`src/rtl/clk_div_pkg.sv`:
```
// Shared constants and helpers for the multi-channel clock divider.
// Latency: n/a (package only).
// Backpressure: n/a (package only).
package clk_div_pkg;

  localparam int     CNT_W_DEF       = 33;
  localparam longint DEFAULT_MAX_DEF = 64'd7499999;

  // Width of the channel-select field; never narrower than one bit.
  function automatic int ch_idx_w(input int n);
    return (n <= 1) ? 1 : $clog2(n);
  endfunction

endpackage

```
`src/rtl/clk_div_chan.sv`:
```
// One divider channel: period counter, active/shadow terminal count, square wave and tick.
// Latency: tick and div_clk edge appear one in_clk after count reaches max_active.
// Backpressure: none; en freezes the channel, a stopped channel adopts a pending max at once.
module clk_div_chan
  import clk_div_pkg::*;
#(
  parameter int               CNT_W       = CNT_W_DEF,
  parameter logic [CNT_W-1:0] DEFAULT_MAX = CNT_W'(DEFAULT_MAX_DEF)
) (
  input  logic             in_clk,
  input  logic             rst_n,
  input  logic             en,
  input  logic             sync,
  input  logic             wr,
  input  logic [CNT_W-1:0] wr_val,
  output logic             div_clk,
  output logic             tick,
  output logic             pending
);

  logic [CNT_W-1:0] count;
  logic [CNT_W-1:0] max_active;
  logic [CNT_W-1:0] max_shadow;
  logic             term;

  // >= rather than == so a count left above a freshly shrunk max still ends the period.
  assign term = (count >= max_active);

  // Counter, output and terminal-count update; sync outranks the normal run logic.
  always_ff @(posedge in_clk or negedge rst_n) begin
    if (!rst_n) begin
      count      <= '0;
      div_clk    <= 1'b0;
      tick       <= 1'b0;
      max_active <= DEFAULT_MAX;
      max_shadow <= DEFAULT_MAX;
      pending    <= 1'b0;
    end else if (sync) begin
      count   <= '0;
      div_clk <= 1'b0;
      tick    <= 1'b0;
      // The shadow held before this cycle is applied; a same-cycle write is queued behind it.
      if (pending) max_active <= max_shadow;
      pending <= wr;
      if (wr) max_shadow <= wr_val;
    end else if (en && term) begin
      count   <= '0;
      div_clk <= ~div_clk;
      tick    <= 1'b1;
      if (wr) begin
        // Write landing on the period boundary governs the very next period.
        max_active <= wr_val;
        max_shadow <= wr_val;
        pending    <= 1'b0;
      end else if (pending) begin
        max_active <= max_shadow;
        pending    <= 1'b0;
      end
    end else begin
      tick <= 1'b0;
      if (en) begin
        count <= count + CNT_W'(1);
      end else if (pending) begin
        max_active <= max_shadow;
      end
      if (wr) begin
        max_shadow <= wr_val;
        pending    <= 1'b1;
      end else if (!en) begin
        pending <= 1'b0;
      end
    end
  end

endmodule

```
`src/rtl/clk_div_multi.sv`:
```
// Multi-channel programmable divider: NUM_CH independent square-wave/tick timebases.
// Latency: first tick max+1 enabled cycles after reset or sync; config applies at period end.
// Backpressure: none; writes to channel indices >= NUM_CH are dropped.
module clk_div_multi
  import clk_div_pkg::*;
#(
  parameter int               NUM_CH      = 4,
  parameter int               CNT_W       = CNT_W_DEF,
  parameter logic [CNT_W-1:0] DEFAULT_MAX = CNT_W'(DEFAULT_MAX_DEF)
) (
  input  logic                        in_clk,
  input  logic                        rst_n,
  input  logic [NUM_CH-1:0]           en,
  input  logic                        sync,
  input  logic                        cfg_we,
  input  logic [ch_idx_w(NUM_CH)-1:0] cfg_ch,
  input  logic [CNT_W-1:0]            cfg_max,
  output logic [NUM_CH-1:0]           div_clk,
  output logic [NUM_CH-1:0]           tick,
  output logic [NUM_CH-1:0]           cfg_pending
);

  localparam int CH_W = ch_idx_w(NUM_CH);

  logic [NUM_CH-1:0] wr;

  for (genvar i = 0; i < NUM_CH; i++) begin : g_ch
    // Out-of-range indices match no channel, so such writes vanish.
    assign wr[i] = cfg_we && (cfg_ch == CH_W'(i));

    clk_div_chan #(
      .CNT_W      (CNT_W),
      .DEFAULT_MAX(DEFAULT_MAX)
    ) u_chan (
      .in_clk (in_clk),
      .rst_n  (rst_n),
      .en     (en[i]),
      .sync   (sync),
      .wr     (wr[i]),
      .wr_val (cfg_max),
      .div_clk(div_clk[i]),
      .tick   (tick[i]),
      .pending(cfg_pending[i])
    );
  end

endmodule

```
`config.mk`:
```
export PLATFORM = sky130hd
export DESIGN_NAME = clk_div_multi
export DESIGN_NICKNAME = d
export VERILOG_FILES = /design/src/rtl/clk_div_pkg.sv /design/src/rtl/clk_div_chan.sv /design/src/rtl/clk_div_multi.sv
export SDC_FILE = /design/constraint.sdc
export NUM_CORES = 1
export LEC_CHECK = 0
export ABC_AREA = 1
export CAP_MARGIN = 20
export CORE_UTILIZATION = 64
export CTS_BUF_LIST = sky130_fd_sc_hd__clkbuf_16
export DETAILED_ROUTE_END_ITERATION = 8
export PLACE_DENSITY = 0.89
export RECOVER_POWER = 50
export SYNTH_ARGS = -nofsm -noshare
export SYNTH_HDL_FRONTEND = slang
export SYNTH_SLANG_ARGS = --single-unit
```
`constraint.sdc`:
```
create_clock -name in_clk -period 2.8 [get_ports in_clk]
set_clock_uncertainty 0.2 [all_clocks]
set_input_delay 0.56 -clock in_clk [delete_from_list [all_inputs] [get_ports in_clk]]
set_output_delay 0.56 -clock in_clk [all_outputs]
set_load 0.01 [all_outputs]
```
# Word level (Yosys, flattened, before mapping)
# Cells that the tools add are included.
# W data, S select, Z words.
[classes]
magnitude_cmp = 4
reduce_logical = 17
n_addsub = 4
bitwise = 4
n_mux = 64
eq_ne = 11
[op_table]
columns = ["op", "count"]
rows = [
  ["$mux W33", 32],
  ["$add A33 B1 Y33 const B", 4],
  ["$ge A33 B33 Y1", 4],
  ["$mux W1", 32],
  ["$ne A4 B1 Y1 const B", 4],
  ["$ne A3 B1 Y1 const B", 4],
  ["$reduce_bool A3 Y1", 4],
  ["$logic_and A1 B1 Y1", 8],
  ["$reduce_bool A2 Y1", 4],
  ["$eq A2 B2 Y1 const B", 2],
  ["$not A1 Y1", 4],
  ["$eq A2 B1 Y1 const B", 1],
  ["$logic_not A2 Y1", 1],
]
[word_totals]
word_cells = 128
reg_bits = 408
out_inout_bits = 12
inputBits = 43

# Depth between registers and ports, before layout
# Gate-level depths: netlist (run 1).
[logic_depth]
ltp_word = 5
depth_mapped = 18
mapped_depth_nobuf = 16

# By module
# A second synthesis (run 1) with hierarchy kept.
[hier_totals]
cells_unflattened = 3431
hier_area_um2 = 25989.9
[modules_own_cells]
columns = ["mod", "area_each_um2", "cells_per_inst", "seq_area_each_um2", "n_inst"]
rows = [
  ["clk_div_chan at g_ch[0].u_chan ...", 6526.3, 856, 2587.5, 3],
  ["clk_div_chan at g_ch[3].u_chan", 6381.1, 855, 2587.5, 1],
  ["clk_div_multi", 30.0, 8, 0.0, 1],
]

# Worst setup path before layout (run 1)
# Ideal clock, no wire load.
[synth_path]
path_kind = "register -> register"
start = "reg g_ch[2].u_chan.max_active[12]"
end = "reg g_ch[2].u_chan.max_active[30]"
t_required_ps = 2483
setup_slack_ps = 508
stages_incl_launch_ff = 17
period_less_slack_ps = 2292
t_arrival_ps = 1974
setup_ps = 117
n_path_buf = 2
path_cell_list = "dfstp_2 -> inv_1 -> ha_1 -> nand2_1 -> inv_2 -> nand2_1 -> nand2_1 -> a21oi_1 -> nand2_1 -> nand2_1 -> inv_2 -> nor2_8 -> nand2_4 -> buf_6 -> buf_12 -> nand3_1 -> nand2_1"
[synth_via]
elab_chain_len = 4
word_cells_on_any_way = 5
cone_classes = "1 x order compare; 1 x eq/ne; 2 x mux; 1 x reduce/logical"
[synth_rtl]
columns = ["item", "line_no", "source"]
rows = [
  ["start: declaration", "clk_div_chan.sv:22", "logic [CNT_W-1:0] max_active;"],
  ["start signal: assignment", "clk_div_chan.sv:43", "if (pending) max_active <= max_shadow;"],
  ["start signal: assignment", "clk_div_chan.sv:52", "max_active <= wr_val;"],
  ["start signal: assignment", "clk_div_chan.sv:56", "max_active <= max_shadow;"],
  ["$ge A33 B33 Y1 *", "clk_div_chan.sv:27", "assign term = (count >= max_active);"],
  ["$logic_and A1 B1 Y1 *", "clk_div_chan.sv:46", "end else if (en && term) begin"],
  ["$mux W33", "clk_div_chan.sv:46", ""],
  ["$mux W33", "clk_div_chan.sv:38", "end else if (sync) begin"],
]
# Every way passes the cells marked *; elsewhere a longest branch is shown, timed or not.
# A chain may end at the register's enable or synchronous reset.

# Final worst setup path (run 1)
[layout_path]
start = "reg g_ch[0].u_chan.max_active[14]"
end = "reg g_ch[0].u_chan.div_clk"
[layout_via]
elab_chain_len = 3
[layout_rtl]
columns = ["item", "line_no", "source"]
rows = [
  ["start: declaration", "clk_div_chan.sv:22", ""],
  ["start signal: assignment", "clk_div_chan.sv:43", ""],
  ["start signal: assignment", "clk_div_chan.sv:52", ""],
  ["start signal: assignment", "clk_div_chan.sv:56", ""],
  ["$ge A33 B33 Y1", "clk_div_chan.sv:27", ""],
  ["$logic_and A1 B1 Y1", "clk_div_chan.sv:46", ""],
  ["$reduce_bool A2 Y1 (no source line)", "--", ""],
  ["end signal: assignment", "clk_div_chan.sv:48", "div_clk <= ~div_clk;"],
  ["end: declaration", "clk_div_chan.sv:16", "output logic div_clk,"],
]
# Every way passes these cells.

==> results of run 1 <==
layer usage:
layer | vias to the layer above | routed length, um | share of wire | global-route usage
li1 | 11300 | - | - | -
met1 | 11100 | 29100 | 0.40 | 0.496
met2 | 1349 | 31900 | 0.44 | 0.542
met3 | 255 | 7660 | 0.10 | 0.0629
met4 | 0 | 4450 | 0.061 | 0.205
met5 | - | 0 | 0 | 0
cell families (layout without fill, tap and decap cells):
family | after synthesis | count (layout) | share of synthesized area
DFF | 408 | 408 | 0.402
other | 0 | 1 | 0
buffers and inverters | 626 | 690 | 0.0986
muxes | 3 | 3 | 0.00131
xor gates and xnor gates | 87 | 87 | 0.0296
adders and majority gates | 136 | 136 | 0.0661
and+or+nand+nor | 1597 | 1597 | 0.266
AOI/OAI and AO/OA | 643 | 643 | 0.136
report_power, final:
part	internal [mW]	leakage, nW	switching [mW]	total [mW]
combinational	1.12	7.98	2.11	3.23
clock	3.94	0.811	2.56	6.51
sequential	6.92	4.99	0.483	7.40
what timing repair did:
item | CTS | global route
gates resized for setup | 0 | 9
hold buffers | 1 | 0
endpoints found under the hold margin | 296 | 0
buffers inserted | 0 | 1
setup endpoints to repair | 0 | 67
synth_stat cells (3+ instances only):
cell / count
o22ai_2: 12
nor3_4: 6
xnor2_1: 6
nand3b_1: 7
nor2_2: 13
clkinv_1: 3
nand3_1: 179
o21a_1: 6
nand2_2: 3
buf_1: 3
buf_2: 54
nor3_1: 58
inv_2: 13
nand2_1: 915
o22ai_1: 59
nor4_1: 12
mux2_2: 3
clkbuf_1: 73
nor2_1: 322
ha_1: 136
o21bai_1: 37
a21oi_1: 195
o21ai_1: 13
a21o_1: 3
buf_4: 24
nor2_4: 6
dfrtp_1: 296
nand4_1: 38
nand3_2: 14
dfstp_2: 112
inv_1: 453
nor3_2: 13
o21ai_0: 312
xor2_1: 81
layout make-up:
cell class,instances,area (sq um),share of cell area
clock buffers,45,1130,0.0393
repair buffers,138,1400,0.0488
multi-input cells,2466,12900,0.450
well taps,525,657,0.0229
flip-flops and latches,408,10400,0.361
inverters,469,1760,0.0614
diodes,1,2.50,0.0000873
clock inverters,38,462,0.0161
how the worst max path moves through the flow:
stage          slack (ps)                                        end
2_1_floorplan         510  g_ch[2].u_chan.max_active[30]$_DFFE_PN0P_
3_3_place_gp          -70       g_ch[0].u_chan.count[31]$_DFFE_PN0P_
3_5_place_dp          -80       g_ch[0].u_chan.count[12]$_DFFE_PN0P_
4_1_cts                90  g_ch[1].u_chan.max_active[19]$_DFFE_PN0P_
5_1_grt                -2  g_ch[2].u_chan.max_active[10]$_DFFE_PN0P_
6_report              190         g_ch[0].u_chan.div_clk$_DFFE_PN0P_
critical path: cells and delay by family, from the launching register on:
family | cells | cell delay, ps
simple gates | 10 | 1090
flops | 1 | 540
fa+ha+maj | 1 | 300
buf+inv | 2 | 230
compound gates | 1 | 110
per-stage QoR:
step / util / instance area [sq um] / setup WS [ps] / hold slack, ps
after floorplan: - / 25800 / 508 / 64.4
after global placement: 0.682 / 27100 / -69.9 / 257
after detailed placement: 0.682 / 27100 / -83.3 / 259
after CTS: 0.722 / 28700 / 85.0 / 274
after global routing: 0.721 / 28700 / -1.72 / 304
final: 0.721 / 28700 / 193 / 275
state kept, by name, indices dropped and copies added (netlist names):
signal                  cells
g_ch.u_chan.max_shadow    132
g_ch.u_chan.tick            4
g_ch.u_chan.pending         4
g_ch.u_chan.div_clk         4
g_ch.u_chan.max_active    132
g_ch.u_chan.count         132
==> metrics.txt, run 1 <==
outcome=complete, but fails checks; failing checks=max-capacitance violations, max-slew violations; Rel. slew slack=-0.0338; IO Count=55; Post-route DRC=0; GP Congestion=0.955; die width=203 um; CTS buffer count=45; Final TNS setup=0 ps; TritonCTS clock tree=yes; share of post-route cells with drive strength above 1=0.102; number of flops mapped to enable cells by yosys=0; Synth area leader=dfrtp_1; max incr delay on CP=540 ps; Hold WC Path Type=reg -> reg; Synth cell types=51; Highest Clock Rate=384 MHz; Clock Pin Slew Worst Setup and Hold Paths=70 ps; Clock Tree Root=clkbuf_16; FF-to-FF setup slack=190 ps; DRT Pass-1 Iters=8; RSZ-0062 raised after global routing=yes; crit path max fanout=5; YS warnings=0; Hold EP=g_ch[3].u_chan.max_shadow[31]$_DFFE_PN0P_; R2R Path End=g_ch[0].u_chan.div_clk$_DFFE_PN0P_; Die H=203 um; CP Capture Type=register; register area share after synthesis=0.402; Longest Clk Path Bufs=3; # setup viols final=0; initial antenna violation count=1; core region area=0.0397 sq mm; Starting Density=0.648; Final Hold Fails=0; H-tree levels=2; clock sinks=408; worst hold path depth=2; Seq cells post-synth=408; commonest cells after routing, fill and taps aside=913 x nand2_1, 459 x inv_1, 321 x nor2_1, 312 x o21ai_0, 293 x dfrtp_1; synthesis-to-layout area growth=11.3%; Worst Hold Launch=g_ch[3].u_chan.max_shadow[31]$_DFFE_PN0P_; grt ovf=0; Syn Nets=3,679; CP Data Required Time=3050 ps; top post-synthesis cells by area=dfrtp_1 29%, nand2_1 13%, dfstp_2 11%; overall power=17.1 mW; crit-path cells=inv_1, ha_1, nand2_1, nor2_1, nand3_1, nor2_1, nand2_1, nand3_1, nor2_1, nand2_1, buf_4, nand2_1, nand3_1, o21ai_0; HPWL reported at the end of detailed placement=50.3 mm; number of global-route vias before repair=22,600; routed len/inst=17.9 um; row count=73; via-per-instance ratio=5.87; Syn Inst Count=3,500; worst endpoint data arrival time=2860 ps; routed vias=24,000; asr flop ratio synth=1.00; Cell Area, Synth=0.0258 sq mm; crit path from=g_ch[0].u_chan.max_active[14]$_DFFE_PN1P_; routed wire length=73.2 mm; Worst Reg-to-Reg Cells=14; antenna viol nets, final=0; worst skew pair latency=600 ps; Max Slew Vio Count=114; most used cell along the critical path=nand2_1; startpoint types=register; initial DRC count=2,822; crit path kind=reg -> reg; NumNets Final=3,707; Layout fillers=2,970; PortBufs=54; peak supply drop=0.436 mV; worst r2r src=g_ch[0].u_chan.max_active[14]$_DFFE_PN1P_; Post-Place Cells=4,004; non-filler cells, final=4,090; ys flop type=dfrtp_1; most common cell after layout, fill and taps aside=nand2_1; first-pass GRT wire length=118 mm; CP max stage cell=dfstp_2; post-route minimum period=2610 ps; period utilization=0.931; Synth top area share=0.288; Cell Pwr Density=598 mW/mm^2; largest net degree at the start of global routing=114; leakage=13.8 nW; Die Area=0.0410 sq mm; Avg Cell Area, Syn=7.36 sq um; max-cap violations=1; Slew @ Worst Pin=1550 ps; gr usage total=0.362
No activity file was read; power rests on OpenSTA's default activity.
==> run 2, diff against run 1 <==
- CORE_ASPECT_RATIO: not set -> 1.25
==> metrics.txt, run 2 (synthesis results as in run 1) <==
initial DRC count=2,319; Final Hold Fails=0; DRT Pass-1 Iters=6; startpoint types=register; max-cap violations=1; CP Capture Type=register; HPWL reported at the end of detailed placement=51.3 mm; synthesis-to-layout area growth=11.2%; Hold WC Path Type=reg -> reg; gr usage total=0.364; Layout fillers=2,825; top flop regs=g_ch.u_chan.count: 132 flops, g_ch.u_chan.max_active: 132 flops, g_ch.u_chan.max_shadow: 132 flops; multi-input logic area=0.0129 sq mm; clock sinks=408; largest net degree at the start of global routing=67; Slew @ Worst Pin=1820 ps; NumNets Final=3,716; Longest Clk Path Bufs=3; routed vias=24,100; commonest cells after routing, fill and taps aside=914 x nand2_1, 464 x inv_1, 319 x nor2_1, 312 x o21ai_0, 292 x dfrtp_1; period utilization=0.937; peak supply drop=0.430 mV; IO Count=55; GP Congestion=0.963; via-per-instance ratio=5.92; placed standard-cell area=0.0272 sq mm; TritonCTS clock tree=yes; worst r2r src=g_ch[1].u_chan.max_active[4]$_DFFE_PN1P_; outcome=complete, but fails checks; crit path from=g_ch[1].u_chan.max_active[4]$_DFFE_PN1P_; first-pass GRT wire length=118 mm; worst skew pair latency=590 ps; FF-to-FF setup slack=180 ps; RSZ-0062 raised after global routing=yes; number of global-route vias before repair=23,100; Cell Pwr Density=582 mW/mm^2; Starting Density=0.653; non-filler cells, final=4,072; Clock Tree Root=clkbuf_16; Die H=226 um; Post-Place Cells=3,986; failing checks=max-capacitance violations, max-slew violations; R2R Path End=g_ch[1].u_chan.max_active[4]$_DFFE_PN1P_; Reg area=0.0104 sq mm; Post-route DRC=0; initial antenna violation count=0; leakage=13.8 nW; core region area=0.0394 sq mm; CP Data Required Time=3100 ps; Clock Pin Slew Worst Setup and Hold Paths=60 ps; Highest Clock Rate=381 MHz; die width=181 um; routed len/inst=18.0 um; crit path max fanout=31; Max Slew Vio Count=62; row count=81; share of post-route cells with drive strength above 1=0.103; most common cell after layout, fill and taps aside=nand2_1; Worst Setup EP=g_ch[1].u_chan.max_active[4]$_DFFE_PN1P_; CTS buffer count=43; antenna viol nets, final=0; grt ovf=0; crit path kind=reg -> reg; Worst Reg-to-Reg Cells=13; Rel. slew slack=-0.216; H-tree levels=2; worst endpoint data arrival time=2920 ps; Die Area=0.0410 sq mm; final instance area=0.0286 sq mm; routed wire length=73.5 mm; post-route minimum period=2620 ps; # setup viols final=0; PortBufs=54
## run 2: repair_timing
item | 4_1_cts | 5_1_grt
gates resized for setup | 0 | 5
endpoints found under the hold margin | 31 | 0
setup buffers | 0 | 3
endpoints found under the setup margin | 0 | 54
hold buffers | 1 | 0
## run 2: worst min-delay path by stage
stage | endpoint | depth (start not counted) | slack (ps) | start
2_1_floorplan | g_ch[0].u_chan.count[0]$_DFFE_PN0P_ | 0 | 60 | rst_n
3_3_place_gp | g_ch[3].u_chan.max_shadow[31]$_DFFE_PN0P_ | 2 | 250 | g_ch[3].u_chan.max_shadow[31]$_DFFE_PN0P_
3_5_place_dp | g_ch[3].u_chan.max_shadow[31]$_DFFE_PN0P_ | 2 | 260 | g_ch[3].u_chan.max_shadow[31]$_DFFE_PN0P_
4_1_cts | g_ch[3].u_chan.max_shadow[31]$_DFFE_PN0P_ | 2 | 280 | g_ch[3].u_chan.max_shadow[31]$_DFFE_PN0P_
5_1_grt | g_ch[2].u_chan.max_shadow[6]$_DFFE_PN1P_ | 2 | 300 | g_ch[2].u_chan.max_shadow[6]$_DFFE_PN1P_
6_report | g_ch[3].u_chan.max_shadow[31]$_DFFE_PN0P_ | 2 | 290 | g_ch[3].u_chan.max_shadow[31]$_DFFE_PN0P_
## run 2: metal layers
layer / vias to the layer above / global-route usage / wire length, um
li1: 11400 / - / -
met1: 11200 / 0.446 / 27400
met2: 1208 / 0.576 / 33300
met3: 308 / 0.0721 / 7010
met4: 0 / 0.259 / 5780
met5: - / 0 / 0
## run 2: final cells by class
type / instances / area share
clock buffers: 43 / 0.0376
repair buffers: 149 / 0.0534
well taps: 498 / 0.0218
multi-input cells: 2466 / 0.451
diodes: 2 / 0.000175
inverters: 469 / 0.0615
flip-flops and latches: 408 / 0.362
clock inverters: 37 / 0.0130
## run 2: through the flow
step | power [mW] | TNS (ps) | util | setup slack, ps | hold slack [ps]
after floorplan | 9.49 | 0 | - | 508 | 64.4
after global placement | 10.4 | 0 | 0.690 | 191 | 254
after detailed placement | 10.6 | 0 | 0.690 | 112 | 260
after CTS | 16.6 | 0 | 0.727 | 177 | 283
after global routing | 17.4 | -18.7 | 0.726 | -15.7 | 301
final | 16.7 | 0 | 0.726 | 175 | 286
## run 2: power by group
group	internal [mW]	leakage (nW)	switching [mW]
clock network	3.46	0.744	2.55
logic	1.14	8.06	2.12
registers	6.92	4.99	0.475
total	11.5	13.8	5.15
## run 2: worst max-delay path, stage by stage, from the launching register on
cell,delay [ps]
dfstp_2,530
inv_1,60
ha_1,310
a21o_1,170
o21ai_1,170
nand2_1,90
nand2_1,60
nand2_1,60
nand2_1,120
nand2_1,150
nand3_1,150
buf_12,200
nand2_1,110
a21oi_1,150
